<file path="src/rtl/pipelined_cla_adder.sv">
// Pipelined carry-lookahead add/subtract, one BLOCK-bit lookahead slice per stage.
// Latency: NSTG cycles from input transfer to out_valid; one operation per cycle.
// Backpressure: whole pipe holds when out_valid && !out_ready; in_ready mirrors advance.
module pipelined_cla_adder #(
    parameter int WIDTH = 16,
    parameter int BLOCK = 4
) (
    input  logic             clk,
    input  logic             rst_n,
    input  logic             in_valid,
    output logic             in_ready,
    input  logic [WIDTH-1:0] A,
    input  logic [WIDTH-1:0] B,
    input  logic             cin,
    input  logic             sub,
    output logic             out_valid,
    input  logic             out_ready,
    output logic [WIDTH-1:0] R,
    output logic             cout,
    output logic             ovf,
    output logic             zero
);
    localparam int NSTG = WIDTH / BLOCK;

    // Rank 0 holds the captured operands; rank k+1 holds the state after CLA stage k.
    logic             v_q [NSTG+1];
    logic             s_q [NSTG+1];
    logic             c_q [NSTG+1];
    logic [WIDTH-1:0] a_q [NSTG+1];
    logic [WIDTH-1:0] b_q [NSTG+1];
    logic [WIDTH-1:0] r_q [NSTG+1];
    logic             ovf_q;
    logic             zero_q;

    logic [BLOCK-1:0] p_w  [NSTG];
    logic [BLOCK-1:0] g_w  [NSTG];
    logic [BLOCK:0]   cy_w [NSTG];
    logic [WIDTH-1:0] r_d  [NSTG];
    logic             ovf_d;
    logic             zero_d;
    logic             adv;

    assign adv       = !v_q[NSTG] || out_ready;
    assign in_ready  = adv;
    assign out_valid = v_q[NSTG];
    assign R         = r_q[NSTG];
    assign cout      = c_q[NSTG];
    assign ovf       = ovf_q;
    assign zero      = zero_q;

    always_comb begin
        logic             cc;
        logic             term;
        logic [BLOCK-1:0] b_eff;
        logic             sa;
        logic             sb;
        cc     = 1'b0;
        term   = 1'b0;
        b_eff  = '0;
        for (int k = 0; k < NSTG; k++) begin
            b_eff  = s_q[k] ? ~b_q[k][k*BLOCK +: BLOCK] : b_q[k][k*BLOCK +: BLOCK];
            p_w[k] = a_q[k][k*BLOCK +: BLOCK] ^ b_eff;
            g_w[k] = a_q[k][k*BLOCK +: BLOCK] & b_eff;
            // Each carry is a flat sum of products of g/p and the stage carry-in.
            for (int i = 0; i <= BLOCK; i++) begin
                cc = c_q[k];
                for (int m = 0; m < i; m++) begin
                    cc = cc & p_w[k][m];
                end
                for (int j = 0; j < i; j++) begin
                    term = g_w[k][j];
                    for (int m = j + 1; m < i; m++) begin
                        term = term & p_w[k][m];
                    end
                    cc = cc | term;
                end
                cy_w[k][i] = cc;
            end
            r_d[k] = r_q[k];
            r_d[k][k*BLOCK +: BLOCK] = p_w[k] ^ cy_w[k][BLOCK-1:0];
        end
        sa     = a_q[NSTG-1][WIDTH-1];
        sb     = s_q[NSTG-1] ? ~b_q[NSTG-1][WIDTH-1] : b_q[NSTG-1][WIDTH-1];
        ovf_d  = (sa == sb) && (r_d[NSTG-1][WIDTH-1] != sa);
        zero_d = (r_d[NSTG-1] == '0);
    end

    always_ff @(posedge clk or negedge rst_n) begin
        if (!rst_n) begin
            for (int k = 0; k <= NSTG; k++) begin
                v_q[k] <= 1'b0;
                s_q[k] <= 1'b0;
                c_q[k] <= 1'b0;
                a_q[k] <= '0;
                b_q[k] <= '0;
                r_q[k] <= '0;
            end
            ovf_q  <= 1'b0;
            zero_q <= 1'b1;
        end else if (adv) begin
            v_q[0] <= in_valid;
            s_q[0] <= sub;
            c_q[0] <= sub ? ~cin : cin;
            a_q[0] <= A;
            b_q[0] <= B;
            r_q[0] <= '0;
            for (int k = 0; k < NSTG; k++) begin
                v_q[k+1] <= v_q[k];
                s_q[k+1] <= s_q[k];
                c_q[k+1] <= cy_w[k][BLOCK];
                a_q[k+1] <= a_q[k];
                b_q[k+1] <= b_q[k];
                r_q[k+1] <= r_d[k];
            end
            ovf_q  <= ovf_d;
            zero_q <= zero_d;
        end
    end
endmodule

</file>
<file path="config.mk">
export PLATFORM = sky130hd
export DESIGN_NAME = pipelined_cla_adder
export DESIGN_NICKNAME = d
export VERILOG_FILES = /design/src/rtl/pipelined_cla_adder.sv
export SDC_FILE = /design/constraint.sdc
export NUM_CORES = 1
export LEC_CHECK = 0
export BUFFER_PORTS_ARGS = -buffer_cell sky130_fd_sc_hd__buf_2
export CAP_MARGIN = 20
export CORE_AREA = 2 2 106 108
export DETAILED_ROUTE_END_ITERATION = 8
export DIE_AREA = 0 0 108 110
export PLACE_DENSITY = 0.78
export SLEW_MARGIN = 20
export SYNTH_ARGS = -nofsm -noshare
export SYNTH_HDL_FRONTEND = slang
export SYNTH_SLANG_ARGS = --single-unit
</file>
<file path="constraint.sdc">
create_clock -name clk -period 5.88 [get_ports clk]
set_clock_uncertainty 0.15 [all_clocks]
set_input_delay 0.294 -clock clk [delete_from_list [all_inputs] [get_ports clk]]
set_output_delay 0.294 -clock clk [all_outputs]
set_load 0.02 [all_outputs]
</file>
==> metrics.yaml, run 1 <==
status: "completed"
io_pins: 59
cp-start-kind: "flop"
synth_cell_types: 32
r2r-end: "r_d[23]"
first_global_vias: 4226
n_fill_cell: 837
synth_seq_area_share_pct: 58.81
drcViolationCount: 0
synth_compound_area_share_pct: 4.150
drv_cap: 0
pwr-share-seq_pct: 39.4
rsz0062_at_grt: "no"
fin_cells: 869
port_buffers: 58
power_frac_clock_pct: 24.6
syn2layout_area_growth_pct: 22.30
gp_congestion: 0.7717
p_int_mw: 2.568
synth-xor-area-share_pct: 3.480
avgRoutedWirePerCell_um: 12.49
synthAdderAreaFrac_pct: 5.706
drt_iter0_drc: 314
synth_top_family_by_area: "simple AND/OR/NAND/NOR gates"
syn_inst: 635
ys_seq_elements: 136
rows: 38
root_buffer: "clkbuf_8"
chipHeight_um: 110
syn-num-nets: 697
r2r_cells: 4
placed_area_sq_um: 6155
post-route-period-util_pct: 65.08
arrival_ns: 3.38
initial_core_util_pct: 54.12
hold_viol: 0
swShare_pct: 37.32
drt_pass1_iterations: 4
hold_class: "primary input to flop"
stdcell_area_sq_um: 7081
grt_pass1_wl_mm: 19.26
path_clk_slew_ns: 0.06
layout_min_cycle_time_ns: 3.826
fmax_mhz: 261.3
antenna_found_initial: 0
clkLatencyLatePin_ns: 0.52
yosys-top-cells-area: "dfrtp_1, nand2_1, ha_1"
p_leak_nw: 3.738
syn_avg_cell_area_sq_um: 9.117
cts_sinks: 136
cts_tree: "yes"
startpoint: "out_valid"
dieWidth_um: 108
synth.cell_area_sq_um: 5789
final_cell_mix: "nand2_1, dfrtp_1, buf_2, dlygate4sd3_1, ha_1"
switchingPower_mw: 1.530
synth.mux.area_fraction_pct: 0
p_per_area_nw_per_um2: 578.8
viasPerCell: 4.893
grt_overflow_total: 0
diodes: 0
setup_violations: 0
cts_made_buffers: 17
critPathKind: "flop to output pin"
totalWireLength_mm: 10.86
synth_top_area_share_pct: 58.35
rrSetupSlack_ns: 2.73
worstPathRequired_ns: 5.44
worstSetupEndpoint: "in_ready"
slew_headroom_pct: 36.72
drive_gt1_share_pct: 13.31
rr_startpoint: "out_valid"
comb_power_share_pct: 36.0
endpoint_kind: "output pin"
vias: 4252
clk_path_buf_depth: 2
ir_drop_mv: 0.3492
final_common_cell: "nand2_1"
ant_nets: 0
die_area_sq_um: 11880
yosysTopAreaCell: "dfrtp_1"
yosys.area_share.simple_pct: 25.09
yosysWarningCount: 0
nNetsFinal: 779
dp_cells: 802
core_area_sq_um: 10700
slew_viol_final: 0
dpl.hpwl_mm: 6.500
tightest_slew_ns: 0.9492
grt_max_degree: 100
grtUsageTotal_pct: 20.68
htree_levels: 4
path_max_fanout: 69
fin_setup_tns_ns: 0
==> repair_timing <==
item / CTS / global route
resized for setup: 0 / 0
hold endpoints to repair: 104 / 0
buffers inserted: 0 / 0
hold buffers: 36 / 0
==> per-stage QoR <==
step	worst slack, ns	power (mW)	utilization [%]	hold slack [ns]
2_1_floorplan	3.537	2.703	-	-0.1516
3_5_place_dp	2.526	3.078	57.53	0.3006
4_1_cts	1.985	4.138	66.19	0.04099
5_1_grt	1.698	4.451	66.19	0.08239
6_report	2.054	4.098	66.19	0.05844
3_3_place_gp	2.563	2.982	57.53	0.2923
==> flip-flops by register name (all words and copies together) (netlist names) <==
| register | cells |
|---|---|
| out_valid | 1 |
| ovf | 1 |
| zero | 1 |
| a_q | 40 |
| R | 16 |
| c_q | 4 |
| v_q | 4 |
| cout | 1 |
| b_q | 40 |
| r_d | 24 |
| s_q | 4 |
==> logic make-up after synthesis <==
group,Yosys count
and+or+nand+nor,374
DFF,136
adders and majority gates,24
buffers and inverters,41
xor gates and xnor gates,23
AOI/OAI and AO/OA,37
==> critical path, cell delays in order (launching register included) <==
cell      delay (ns)
dfrtp_1         0.34
nor2b_4         0.74
clkinv_2        0.90
buf_4           0.60
buf_2           0.25
==> layer usage <==
metal | up-vias | share of wire (%) | track usage [%]
li1 | 2148 | - | -
met1 | 2008 | 46 | 27.16
met2 | 84 | 49 | 33.47
met3 | 12 | 3.4 | 5.644
met4 | 0 | 1.3 | 7.326
met5 | - | 0 | 0
==> synthesized netlist by cell type (all sizes together) <==
library cell,instances
xnor2,5
and4,1
and2,2
o21ai,11
dfrtp,135
a32o,1
a21oi,7
o31a,1
a31o,2
xor2,18
dfstp,1
or3,2
nor2,9
a22oi,2
fa,4
nand2b,2
o21bai,1
clkbuf,24
buf,10
o21a,7
ha,20
nor4,2
nor2b,1
or4,1
o31ai,5
inv,7
nor3,6
nand2,348
==> power groups by stage <==
stage | Combinational, mW | Sequential, mW | Clock [mW]
finish | 1.47 | 1.62 | 1.01
detailed placement | 1.45 | 1.63 | 0
global route | 1.71 | 1.67 | 1.07
floorplan | 1.08 | 1.63 | 0
global placement | 1.37 | 1.61 | 0
CTS | 1.49 | 1.62 | 1.03
==> worst min path at each step <==
stage	startpoint	to	slack, ns	depth (start not counted)
detailed placement	R[5]	R[5]	0.30	2
global placement	rst_n	s_q[4]	0.29	1
floorplan	rst_n	R[0]	-0.15	0
global route	out_ready	r_d[0]	0.08	4
finish	out_ready	R[1]	0.06	4
CTS	out_ready	R[1]	0.04	4
==> layout make-up <==
class	count	area (sq um)	area share, %
repair buffers	97	675.6	9.542
inverters	7	27.53	0.3888
clock buffers	18	417.9	5.902
well taps	140	175.2	2.474
flip-flops and latches	136	3405	48.08
multi-input cells	458	2232	31.52
clock inverters	13	147.6	2.085
(Power assumes the default switching activity.)
==> inputs of run 2 (changes only) <==
==> constraint.sdc (replaced) <==
create_clock -name clk -period 3.9 [get_ports clk]
set_clock_uncertainty 0.15 [all_clocks]
set_input_delay 0.195 -clock clk [delete_from_list [all_inputs] [get_ports clk]]
set_output_delay 0.195 -clock clk [all_outputs]
set_load 0.02 [all_outputs]
==> run 2 against run 1 <==
Against the previous run:
- sequential cell count stayed put
- sequential power increased by 51%
- largest cell class unchanged
- critical endpoint is now r_d[35]
- die area unchanged
- critical path depth is 3 higher
- register-to-register slack worse by 1.3 ns
- utilization up 0.42 points
- clock-buffer cell count is 1 higher
==> metrics.yaml, run 2 (synthesis results as in run 1) <==
drive_gt1_share_pct: 13.52
cts_tree: "yes"
cpLargestDelayFamily: "compound AO/OA/AOI/OAI gates"
htree_levels: 4
final_common_cell: "nand2_1"
dieWidth_um: 108
diodes: 0
core_area_sq_um: 10700
first_global_vias: 4337
r2r_cells: 7
totalWireLength_mm: 10.94
critPathMaxStageDelay_ns: 0.46
tightest_slew_ns: 0.7190
final_cell_mix: "nand2_1, dfrtp_1, buf_2, dlygate4sd3_1, ha_1"
initial_core_util_pct: 54.12
layout_min_cycle_time_ns: 2.462
power_frac_clock_pct: 24.9
grtUsageTotal_pct: 21.17
worstPathRequired_ns: 4.15
rows: 38
die_area_sq_um: 11880
worstSetupEndpoint: "r_d[35]"
nNetsFinal: 781
layout_setup_ws_ns: 1.438
rr_startpoint: "s_q[4]"
antenna_found_initial: 0
regArea_sq_um: 3405
drt_pass1_iterations: 5
swShare_pct: 36.81
hold_class: "primary input to async pin"
grt_overflow_total: 0
slowest_stage: "dfrtp_1"
n_fill_cell: 835
p_int_mw: 3.939
ir_drop_mv: 0.5345
fmax_mhz: 406.2
path_buf_inv: 0
switchingPower_mw: 2.294
pre_cts_slack_ns: 1.479
fin_util_pct: 66.61
endpoint_kind: "flop"
post-route-period-util_pct: 63.12
rsz0062_at_grt: "no"
syn2layout_area_growth_pct: 23.08
grt_pass1_wl_mm: 19.73
gp_congestion: 0.8359
grt_max_degree: 84
fin_setup_tns_ns: 0
stdcell_area_sq_um: 7126
chipHeight_um: 110
path_max_fanout: 6
status: "completed"
multi_input_area_sq_um: 2232
critPathKind: "flop to flop"
avgRoutedWirePerCell_um: 12.55
critical_path.cell_chain: "xor2_1 > ha_1 > ha_1 > o21a_1 > o21a_1 > or3_1 > a31o_1"
clk_path_buf_depth: 2
startpoint: "s_q[4]"
io_pins: 59
crit_cells: 7
ant_nets: 0
drcViolationCount: 0
vias: 4322
p_leak_nw: 3.775
rrSetupSlack_ns: 1.44
drv_cap: 0
slew_headroom_pct: 52.07
dpl.hpwl_mm: 6.738
slew_viol_final: 0
cts_resized: 0
hold_viol: 0
setup_violations: 0
cts_made_buffers: 17
clkLatencyLatePin_ns: 0.52
cp-start-kind: "flop"
port_buffers: 58
placed_area_sq_um: 6182
drt_iter0_drc: 288
pwr-share-seq_pct: 39.2
path_clk_slew_ns: 0.06
cts_sinks: 136
p_per_area_nw_per_um2: 874.7
viasPerCell: 4.956
root_buffer: "clkbuf_8"
comb_power_share_pct: 35.9
r2r-end: "r_d[35]"
arrival_ns: 2.71
## run 2: cell types whose count changed in the layout (fill, tap and decap cells not counted), sizes merged
cell	before	now
clkinv	4	10
buf	61	63
clkbuf	18	19
inv	10	6
clkinvlp	4	1
bufinv	2	3
## run 2: final cells by class
cell class	instances	share of cell area (%)
clock buffer	19	5.917
clock inverter	13	2.212
inverter	7	0.3863
multi-input combinational	458	31.33
sequential	136	47.78
tap	140	2.458
timing repair buffer	99	9.921
## run 2: worst min path at each step
stage          cells past startpoint  slack, ns       to
6_report                           2       0.14  b_q[65]
5_1_grt                            2       0.19  a_q[66]
4_1_cts                            5       0.19     R[1]
3_5_place_dp                       3       0.25  b_q[71]
3_3_place_gp                       3       0.24  b_q[73]
2_1_floorplan                      0      -0.25     R[0]
## run 2: metal layers
metal	wire length [um]	up-vias	track usage [%]
met5	0	-	0
met4	172	0	8.425
met3	448	13	4.762
met2	5232	91	33.87
met1	5088	2070	28.40
li1	-	2148	-
## run 2: timing repair
action / in CTS / in global routing
buffers inserted: 0 / 0
hold buffers: 36 / 0
endpoints found under the hold margin: 115 / 0
## run 2: stage by stage
stage,hold slack [ns],cells,power (mW)
5_1_grt,0.1913,872,6.761
3_5_place_dp,0.2466,804,4.664
2_1_floorplan,-0.2506,635,4.075
4_1_cts,0.1850,872,6.280
3_3_place_gp,0.2416,804,4.513
6_report,0.1376,872,6.233
## run 2: power groups by stage
stage          Clock, mW  Combinational (mW)  Sequential [mW]
2_1_floorplan          0                1.62             2.45
3_3_place_gp           0                2.08             2.43
3_5_place_dp           0                2.21             2.46
4_1_cts             1.58                2.26             2.44
5_1_grt             1.65                2.60             2.52
6_report            1.55                2.24             2.44
==> inputs of run 3 (changes only) <==
--- a/config.mk
+++ b/config.mk
@@ -7,10 +7,10 @@
 export LEC_CHECK = 0
 export BUFFER_PORTS_ARGS = -buffer_cell sky130_fd_sc_hd__buf_2
 export CAP_MARGIN = 20
-export CORE_AREA = 2 2 106 108
+export CORE_AREA = 2 2 108 110
 export DETAILED_ROUTE_END_ITERATION = 8
-export DIE_AREA = 0 0 108 110
-export PLACE_DENSITY = 0.78
+export DIE_AREA = 0 0 110 112
+export PLACE_DENSITY = 0.79
 export SLEW_MARGIN = 20
 export SYNTH_ARGS = -nofsm -noshare
 export SYNTH_HDL_FRONTEND = slang
==> constraint.sdc (replaced) <==
create_clock -name clk -period 2.2 [get_ports clk]
set_clock_uncertainty 0.15 [all_clocks]
set_input_delay 0.11 -clock clk [delete_from_list [all_inputs] [get_ports clk]]
set_output_delay 0.11 -clock clk [all_outputs]
set_load 0.02 [all_outputs]
==> run 3 against run 2 <==
Against the previous run:
- hold slack got worse by 0.069 ns
- non-clock buffer count increased by 15
- global-route usage decreased by 0.94 points
- wire length increased by 4.8%
- critical path depth unchanged
- die area increased by 3.7%
- utilization decreased by 1.3 points
- critical endpoint unchanged
- largest cell class unchanged
==> metrics.yaml, run 3 (synthesis results as in run 1) <==
viasPerCell: 4.890
fmax_mhz: 457.2
initial_core_util_pct: 51.81
path_max_fanout: 2
port_buffers: 58
clk_path_buf_depth: 2
fin_hold_ws_ns: 0.06898
worstPathRequired_ns: 2.36
wl_met1_mm: 5.031
root_buffer: "clkbuf_16"
routed.top_layer: "met4"
grtUsageTotal_pct: 20.23
setup_violations: 0
final_common_cell: "nand2_1"
nNetsFinal: 796
placed_area_sq_um: 6324
critPathMaxStageDelay_ns: 0.41
stdcell_area_sq_um: 7300
drcViolationCount: 0
post-route-period-util_pct: 99.42
cts_made_buffers: 17
cpMostUsedCell: "o21a_1"
tightest_slew_ns: 0.6278
rsz0062_at_grt: "yes"
wl_met3_um: 469
arrival_ns: 2.35
clkLatencyLatePin_ns: 0.43
syn2layout_area_growth_pct: 26.09
layout_min_cycle_time_ns: 2.187
drt_iter0_drc: 288
vias: 4352
dr_wl_met2_mm: 5.747
dp_cells: 817
slew_headroom_pct: 58.14
grt_overflow_total: 0
htree_levels: 4
endpoint_kind: "flop"
critical_path.cell_chain: "xor2_2 > ha_1 > ha_2 > o21a_1 > o21a_1 > or3_1 > a31o_1"
slew_viol_final: 0
final_cell_mix: "nand2_1, dfrtp_1, buf_2, dlygate4sd3_1"
p_leak_nw: 3.838
path_clk_slew_ns: 0.06
first_global_vias: 4340
p_per_area_nw_per_um2: 1556
die_area_sq_um: 12320
fin_setup_tns_ns: 0
rows: 39
dieWidth_um: 110
layout_setup_ws_ns: 0.01284
fin_cells: 890
slowest_stage: "dfrtp_1"
dpl.hpwl_mm: 7.208
ant_nets: 0
gp_congestion: 0.8214
cts_sinks: 136
cp-start-kind: "flop"
chipHeight_um: 112
antenna_found_initial: 0
grt_pass1_wl_mm: 19.55
core_area_sq_um: 11170
avgRoutedWirePerCell_um: 12.89
critPathKind: "flop to flop"
status: "completed"
cts_tree: "yes"
grt_max_degree: 115
totalWireLength_mm: 11.47
power_mw: 11.36
hold_viol: 0
drt_pass1_iterations: 4
ir_drop_mv: 0.6743
diodes: 0
pre_cts_slack_ns: -0.02027
drive_gt1_share_pct: 16.73
fin_util_pct: 65.32
hold_class: "primary input to flop"
drv_cap: 0
io_pins: 59
-- run 3: metal layers --
metal / GRT usage (%) / vias to the layer above
li1: - / 2172
met1: 25.81 / 2069
met2: 32.88 / 92
met3: 5.211 / 19
met4: 7.932 / 0
met5: 0 / -
-- run 3: area by class of cell --
class                      count  area (sq um)
timing repair buffer         114         857.1
sequential                   136          3405
clock inverter                14         115.1
clock buffer                  18         439.2
fill                         845          3875
multi-input combinational    458          2276
inverter                       7         28.78
tap                          143         178.9
-- run 3: report_power, final --
group          switching (mW)  total (mW)  leakage [nW]  internal [mW]
registers               0.698        4.31          1.64           3.62
clock network            1.12        2.61         0.258           1.49
logic                    2.51        4.44          1.94           1.92
total                    4.33        11.4          3.84           7.03
-- run 3: final timing paths --
path / from / to / slack, ns / cells past startpoint
max in group asynchronous: rst_n / a_q[63] / 1.13 / 3
worst min register to register: v_q[1] / v_q[1] / 0.31 / 2
worst max register to register: s_q[4] / r_d[35] / 0.01 / 7
min in group asynchronous: rst_n / c_q[4] / 0.09 / 2
worst min-delay path: out_ready / out_valid / 0.07 / 4
worst max-delay path: s_q[4] / r_d[35] / 0.01 / 7
-- run 3: what timing repair did --
action	in CTS	in global routing
hold endpoints to repair	138	0
hold buffers	36	0
endpoints found under the setup margin	2	9
pin swaps	4	6
gates resized for setup	0	5
buffers inserted	1	4
-- run 3: worst max-delay path: cells and delay by family, from the launching register on --
kind	cells	cell delay [ns]
flops	1	0.41
fa+ha+maj	2	0.45
xor+xnor	1	0.19
simple gates	1	0.30
compound gates	3	0.58
